### config.mk
export PLATFORM = sky130hd
export DESIGN_NAME = microwave_controller
export DESIGN_NICKNAME = d
export VERILOG_FILES = /design/src/rtl/microwave_controller.sv
export SDC_FILE = /design/constraint.sdc
export NUM_CORES = 1
export LEC_CHECK = 0
export BUFFER_PORTS_ARGS = -buffer_cell sky130_fd_sc_hd__buf_2
export CORE_UTILIZATION = 48
export DETAILED_ROUTE_END_ITERATION = 8
export PLACE_DENSITY = 0.8
export SYNTH_ARGS = -nofsm -noshare
export SYNTH_HDL_FRONTEND = slang
export SYNTH_SLANG_ARGS = --single-unit
### constraint.sdc
create_clock -name clock -period 1.8 [get_ports clock]
set_input_delay 0.18 -clock clock [delete_from_list [all_inputs] [get_ports clock]]
set_output_delay 0.18 -clock clock [all_outputs]
set_load 0.03 [all_outputs]
### src/rtl/microwave_controller.sv
// rtl/microwave_controller.sv - microwave sequencing FSM: keypad entry, cook/pause/done, timer load and clear
module microwave_controller #(
  parameter int MAX_DIGITS  = 3,
  parameter int BEEP_CYCLES = 3,
  parameter int DIGIT_W     = 4
) (
  input  logic               clock,
  input  logic               reset_n,
  input  logic               key_valid,
  input  logic [DIGIT_W-1:0] key_digit,
  input  logic               start,
  input  logic               stop_clear,
  input  logic               door_closed,
  input  logic               timer_zero,
  output logic               load_en,
  output logic [DIGIT_W-1:0] load_digit,
  output logic               count_en,
  output logic               timer_clear_n,
  output logic               mag_on,
  output logic               beep,
  output logic [2:0]         state
);

  localparam logic [2:0] S_IDLE  = 3'd0;
  localparam logic [2:0] S_ENTRY = 3'd1;
  localparam logic [2:0] S_COOK  = 3'd2;
  localparam logic [2:0] S_PAUSE = 3'd3;
  localparam logic [2:0] S_DONE  = 3'd4;

  localparam int CNT_W  = $clog2(MAX_DIGITS + 1);
  localparam int BEEP_W = $clog2(BEEP_CYCLES + 1);

  logic [2:0]         r_state;
  logic [CNT_W-1:0]   r_digit_cnt;
  logic [BEEP_W-1:0]  r_beep_cnt;
  logic               r_load_en;
  logic [DIGIT_W-1:0] r_load_digit;
  logic               r_clear_n;
  logic               w_digit_ok;

  // Keypad entry is allowed regardless of door position; only the count limit and BCD range gate it.
  assign w_digit_ok = key_valid && (key_digit <= DIGIT_W'(9)) &&
                      (r_digit_cnt < CNT_W'(MAX_DIGITS));

  always_ff @(posedge clock) begin
    if (!reset_n) begin
      r_state      <= S_IDLE;
      r_digit_cnt  <= '0;
      r_beep_cnt   <= '0;
      r_load_en    <= 1'b0;
      r_load_digit <= '0;
      r_clear_n    <= 1'b1;
    end else begin
      r_load_en <= 1'b0;
      r_clear_n <= 1'b1;
      case (r_state)
        S_IDLE, S_ENTRY: begin
          if (stop_clear) begin
            r_clear_n   <= 1'b0;
            r_digit_cnt <= '0;
            r_state     <= S_IDLE;
          end else if (start && r_state == S_ENTRY) begin
            if (door_closed && !timer_zero) r_state <= S_COOK;
          end else if (!start && w_digit_ok) begin
            r_load_en    <= 1'b1;
            r_load_digit <= key_digit;
            r_digit_cnt  <= r_digit_cnt + CNT_W'(1);
            r_state      <= S_ENTRY;
          end
        end
        S_COOK: begin
          if (stop_clear || !door_closed) r_state <= S_PAUSE;
          else if (timer_zero)            r_state <= S_DONE;
        end
        S_PAUSE: begin
          if (stop_clear) begin
            r_clear_n   <= 1'b0;
            r_digit_cnt <= '0;
            r_state     <= S_IDLE;
          end else if (start && door_closed) begin
            r_state <= S_COOK;
          end
        end
        S_DONE: begin
          if (stop_clear) begin
            r_clear_n   <= 1'b0;
            r_digit_cnt <= '0;
            r_beep_cnt  <= '0;
            r_state     <= S_IDLE;
          end else if (r_beep_cnt == BEEP_W'(BEEP_CYCLES - 1)) begin
            r_digit_cnt <= '0;
            r_beep_cnt  <= '0;
            r_state     <= S_IDLE;
          end else begin
            r_beep_cnt <= r_beep_cnt + BEEP_W'(1);
          end
        end
        default: r_state <= S_IDLE;
      endcase
    end
  end

  assign count_en      = (r_state == S_COOK);
  assign mag_on        = (r_state == S_COOK);
  assign beep          = (r_state == S_DONE);
  assign load_en       = r_load_en;
  assign load_digit    = r_load_digit;
  assign timer_clear_n = r_clear_n;
  assign state         = r_state;

endmodule

==> summary.md, run 1 <==
| Metric | Value |
|---|---|
| Multi-input logic area | between 400 and 500 µm² |
| Seq/Total Area, Yosys | 35.49% |
| Post-route clock period utilization | between 90% and 100% |
| Post-Syn Area | around 730 µm² |
| Clock sink total | 13 |
| Psw | 166.4 µW |
| Fill count | 130 |
| FFs w/ async S/R, synth | 0% |
| Global-route wire length before repair | between 2000 and 3000 µm |
| H-tree depth | 1 |
| Power Density | between 600 and 700 nW/µm² |
| DRC | 0 |
| Fmax achieved | slightly below 0.6 GHz |
| Synth top area cells | dfxtp_1 (35%), mux2i_1 (9.6%), nor2b_1 (7.7%) |
| Vias | ~700 |
| Final nets | about 120 |
| GRT Util Overall | between 20% and 30% |
| Synth top area share | between 30% and 40% |
| Total die area | between 1500 and 2000 µm² |
| Die W | 41.09 µm |
| Number of buffers created by CTS | 3 |
| Starting density of the core | between 50% and 60% |
| PortBufs | 22 |
| Floorplan core area | roughly 1400 µm² |
| Clk network pwr share | between 30% and 40% |
| Crit Path Class | flop to flop |
| Setup Skew | about 0.0033 ns |
| Post-CTS Setup Bufs | 0 |
| Vias per cell | 5.628 |
| Routability congestion estimate | 0.8136 |
| Synth area leader | dfxtp_1 |
| Setup total negative slack | 0 ns |
| Time the worst path needs with I/O delays and setup | between 1.5 and 2 ns |
| Status | complete, no violations |
| Least-Margin Pin Slew | about 0.45 ns |
| Post-synth EDFFs | 0 |
| Ys flop type | dfxtp_1 |
| Clock transition at path regs | roughly 0.080 ns |
| Clk Latency, worst-skew pair | between 0.2 and 0.3 ns |
| Clock tree buffer depth | 2 |
| CTS resizes | 0 |
| TritonCTS clock tree | built |
| I/O pin count | 23 |
| Max-slew violations | 0 |
| RSZ-0062 raised after global routing | false |
| Syn_area_per_cell | ~8.9 µm² |
| Layout cell share with drive strength beyond 1 | 33.96% |
| Reg power frac | roughly 51% |
| Detailed placement HPWL | around 1300 µm |
| Total Wirelength | 1627 µm |
| Seq. cell area | between 200 and 300 µm² |
| Comb power frac | a little under a fifth |
| CP endpoint kind | flop |
| Yosys warnings | 0 |
| WP data required | about 2.0 ns |
| Crit path DAT | roughly 1.9 ns |
| Peak supply drop | between 0.0004 and 0.0005 V |
| Netlist cell types | 32 |
| DR iter-0 viols | 9 |
| Max cap viols | 0 |
| Final Setup Violations | 0 |
| Routed Antenna Nets | 0 |
| Most frequent cells after synthesis | dfxtp_1 (13), nor2b_1 (9), mux2i_1 (7) |
| Synthesized flop and latch total | 13 |
| Mapped Nets | 94 |
| CP Launch Type | flop |
| Max FO, Critical Path | 5 |
| Rel. slew slack | between 60% and 70% |
| WL/cell | 13.45 µm |
| Min-Delay Path Class | primary input to flop |
| Vias in the first global route | 646 |
| Worst Hold Margin | between 0.15 and 0.2 ns |
| Initial antenna violation count | 0 |
| TritonRoute pass-1 iters | 2 |
| Antenna fix cells | 0 |
| Switching portion of total power | between 20 and 30% |
| Flop-to-flop setup slack | just over 0.1 ns |
| DIE HEIGHT | between 40 and 50 µm |
| Post-Syn Instances | just over 80 |
| Remaining Overflow, GRT | 0 |
| Root Driver | clkbuf_4 |
| FP Rows | 13 |
| Final Hold Vio Count | 0 |
| Leakage | between 0.0003 and 0.0004 µW |
| Power Internal | approximately 430 µW |
| Area grow syn2layout | 21.16% |
| Hold buffers post-CTS | 0 |
| Count leader, synth | dfxtp_1 |
| Largest net degree at the start of global routing | 17 |
-- power groups by stage --
stage	clock (µW)	sequential, µW	combinational [µW]
floorplan	0	323	62.7
global placement	0	311	106
detailed placement	0	311	110
CTS	185	304	110
global route	201	306	120
finish	181	304	110
-- worst paths after layout --
kind / startpoint / cells after the start / end
worst min-delay path: key_digit[0] / 3 / load_digit[0]
worst min register to register: r_digit_cnt[1] / 2 / r_digit_cnt[1]
worst max register to register: r_digit_cnt[0] / 5 / load_digit[3]
worst max-delay path: r_digit_cnt[0] / 5 / load_digit[3]
-- worst max-delay path, cell delays in order (launching register included) --
cell     delay (ns)
dfxtp_1        0.33
ha_1           0.22
or2b_1         0.25
nor4b_4        0.46
mux2i_1        0.27
nor2b_1        0.06
-- per-stage QoR --
stage               std cells  util, %  cell area [µm²]  setup WS [ns]  total power [µW]
CTS                       121    65.02            888.4        0.08288             599.7
global route              121    65.02            888.4       0.001035             626.8
detailed placement        117    63.10            862.1        0.09039             420.6
global placement          117    63.10            862.1         0.2058             416.8
finish                    121    65.02            888.4         0.1010             595.3
floorplan                  82        -            738.2        0.01604             385.5
-- cells by family (layout without fill, tap and decap cells) --
family,count (synthesis),after routing,share of synthesized area [%]
multiplexers,7,7,9.557
buffers and inverters,10,34,7.336
flip-flops,13,13,35.49
AND/OR/NAND/NOR,35,35,30.55
AO/OA/AOI/OAI,16,16,15.36
adder cells (fa/ha/maj),1,1,1.706
-- layout make-up --
| cell class | instances | share of cell area [%] |
|---|---|---|
| multi-input combinational | 59 | 47.75 |
| timing repair buffer | 27 | 16.62 |
| clock buffer | 4 | 2.958 |
| sequential | 13 | 29.30 |
| inverter | 3 | 1.268 |
| tap | 15 | 2.113 |
-- cells in the final DEF, fill, tap and decap left out --
cell / synthesis / routed
a311oi_1: 1 / 1
nor4b_1: 1 / 1
o32ai_1: 1 / 1
a31o_2: 1 / 1
and2_2: 1 / 1
nand2b_1: 1 / 1
nor3_2: 0 / 1
o21ai_0: 3 / 3
and3_1: 2 / 2
clkbuf_1: 3 / 1
o211ai_1: 1 / 1
nor2b_1: 9 / 9
nor4b_4: 1 / 1
nor2_1: 4 / 4
o2111ai_1: 3 / 3
a22o_2: 1 / 1
nor3_1: 3 / 2
nor3b_1: 3 / 3
or3b_1: 1 / 1
mux2i_1: 7 / 7
clkbuf_4: 0 / 3
or3_4: 1 / 1
or2b_1: 1 / 1
o22ai_1: 1 / 1
dfxtp_1: 13 / 13
buf_4: 2 / 5
buf_2: 1 / 22
nor4_1: 1 / 1
a21oi_1: 3 / 3
a31oi_1: 1 / 1
ha_1: 1 / 1
inv_1: 3 / 3
nand2_1: 6 / 6
-- sequential cells by signal, indices dropped and copies added (netlist names) --
name           flops
r_beep_cnt         2
load_en            1
timer_clear_n      1
state              3
load_digit         4
r_digit_cnt        2
-- layer usage --
layer,wire [µm],GRT usage [%],up-vias
met3,67,6.522,3
met5,0,0,-
met1,698,22.90,319
met2,850,46.09,15
li1,-,-,344
met4,10,5.833,0
Power figures use the tool's default switching activity.
==> inputs of run 2 (changes only) <==
BUFFER_PORTS_ARGS = -buffer_cell sky130_fd_sc_hd__clkbuf_2   (was -buffer_cell sky130_fd_sc_hd__buf_2)
==> summary.md, run 2 (same netlist as run 1, synthesis figures left out) <==
| Metric | Value |
|---|---|
| Routed wl met3 | about 45 µm |
| Vias per cell | 5.570 |
| Crit Path Class | flop to flop |
| H-tree depth | 1 |
| Wire length on met1 | 685 µm |
| Root Driver | clkbuf_4 |
| Critical path's largest stage delay | approximately 0.44 ns |
| Status | complete, no violations |
| Vias in the first global route | 611 |
| Detailed placement HPWL | 1192 µm |
| Floorplan core area | 1366 µm² |
| Final Hold Vio Count | 0 |
| Min-Delay Path Class | primary input to flop |
| Fmax achieved | between 0.6 and 0.7 GHz |
| Max FO, Critical Path | 5 |
| CP Launch Type | flop |
| Clk Latency, worst-skew pair | 0.28 ns |
| RSZ-0062 raised after global routing | false |
| Area grow syn2layout | 21.16% |
| Cell area after layout | around 890 µm² |
| Commonest non-fill, non-tap cell in the layout | clkbuf_2 |
| Slowest-stage cell, CP | nor4b_4 |
| Crit-path cells | ha_1, or2b_1, nor4b_4, mux2i_1, nor2b_1 |
| Clock transition at path regs | around 0.080 ns |
| Final nets | 119 |
| Routability congestion estimate | slightly above 0.8 |
| Flop-to-flop setup slack | 0.14 ns |
| Global-route wire length before repair | 2380 µm |
| Routed Antenna Nets | 0 |
| Placed cell area | 862.1 µm² |
| WP data required | between 1.5 and 2 ns |
| Met2 wire length | just under 800 µm |
| Max FFs per register | 4 |
| R2r worst-path depth | 5 |
| CTS resizes | 0 |
| PortBufs | 22 |
| GRT Util Overall | 21.08% |
| DR iter-0 viols | 12 |
| Hold path depth | 3 |
| Initial antenna violation count | 0 |
| Number of buffers created by CTS | 3 |
| TritonCTS clock tree | built |
| Setup Skew | 0.002770 ns |
| Clock tree buffer depth | 2 |
| Starting density of the core | between 50% and 60% |
| Crit path DAT | between 1.5 and 2 ns |
| WL/cell | ~13 µm |
| Clock sink total | 13 |
| Vias | a little under 700 |
| Total Wirelength | around 1500 µm |
| Peak supply drop | between 0.0003 and 0.0004 V |
| Final Setup Violations | 0 |
| Layout cell share with drive strength beyond 1 | between 30% and 40% |
| Worst Setup SP | r_digit_cnt[0] |
| DIE HEIGHT | approximately 41 µm |
| FP Rows | 13 |
| Total Power | roughly 600 µW |
| Least-Margin Pin Slew | 0.4245 ns |
| Die W | 41.09 µm |
| DRC | 0 |
| Hold_sp | key_digit[0] |
| TritonRoute pass-1 iters | 4 |
| Hold buffers post-CTS | 0 |
| Reg2reg end | load_digit[1] |
| Post-CTS Setup Bufs | 0 |
| Rel. slew slack | a little under three quarters |
| Max cap viols | 0 |
| Max-slew violations | 0 |
| Worst hold endpoint | load_digit[0] |
| Remaining Overflow, GRT | 0 |
| Uppermost layer routed | met4 |
| Power Density | about 670 nW/µm² |
| Post-route clock period utilization | between 90% and 100% |
| Leakage | 0.0003907 µW |
| Largest net degree at the start of global routing | 17 |
| Time the worst path needs with I/O delays and setup | between 1.5 and 2 ns |
| Launching point of the worst reg2reg path | r_digit_cnt[0] |
| Commonest non-fill, non-tap cells in the layout | clkbuf_2 (22), dfxtp_1 (13), nor2b_1 (9) |
| I/O pin count | 23 |
| CP endpoint kind | flop |
| Antenna fix cells | 0 |
| Setup total negative slack | 0 ns |
| Total die area | 1688 µm² |
-- run 2: cell count changes in the layout (fill, tap and decap cells not counted), sizes merged --
cell	previous run	this run
buf	27	5
clkbuf	4	26
-- run 2: how the worst max path moves through the flow --
stage / slack, ns / cells past startpoint / endpoint
after floorplan: 0.02 / 7 / r_digit_cnt[1]
after global placement: 0.21 / 5 / load_digit[1]
after detailed placement: 0.14 / 5 / load_digit[1]
after CTS: 0.13 / 5 / load_digit[1]
after global routing: 0.02 / 5 / load_digit[1]
final: 0.14 / 5 / load_digit[1]
-- run 2: cell type report --
class	instances	area, µm²
clock buffer	4	26.28
fill	124	478.0
inverter	3	11.26
multi-input combinational	59	424.2
sequential	13	260.3
tap	15	18.77
timing repair buffer	27	147.6
-- run 2: per-layer routing --
layer / vias to the layer above / GRT usage [%]
li1: 347 / -
met1: 305 / 25.65
met2: 20 / 37.11
met3: 2 / 1.630
met4: 0 / 9.167
met5: - / 0
-- run 2: stage by stage --
step / std cells / util (%) / worst slack (ns) / hold slack [ns]
floorplan: 82 / - / 0.01604 / 0.3313
global placement: 117 / 63.10 / 0.2075 / 0.4443
detailed placement: 117 / 63.10 / 0.1388 / 0.4503
CTS: 121 / 65.02 / 0.1266 / 0.1584
global route: 121 / 65.02 / 0.02398 / 0.1952
finish: 121 / 65.02 / 0.1358 / 0.1603
-- run 2: worst max-delay path, delay by kind of cell (launching register included) --
family        cells  cell delay [ns]
simple gates      3             0.75
mux               1             0.25
fa+ha+maj         1             0.22
flops             1             0.33
-- run 2: power by group --
group	total [µW]	switching [µW]	internal [µW]	leakage, µW
Clock	185	98.8	86.1	0.0000150
Sequential	304	7.52	297	0.000106
Combinational	110	62.9	46.9	0.000270
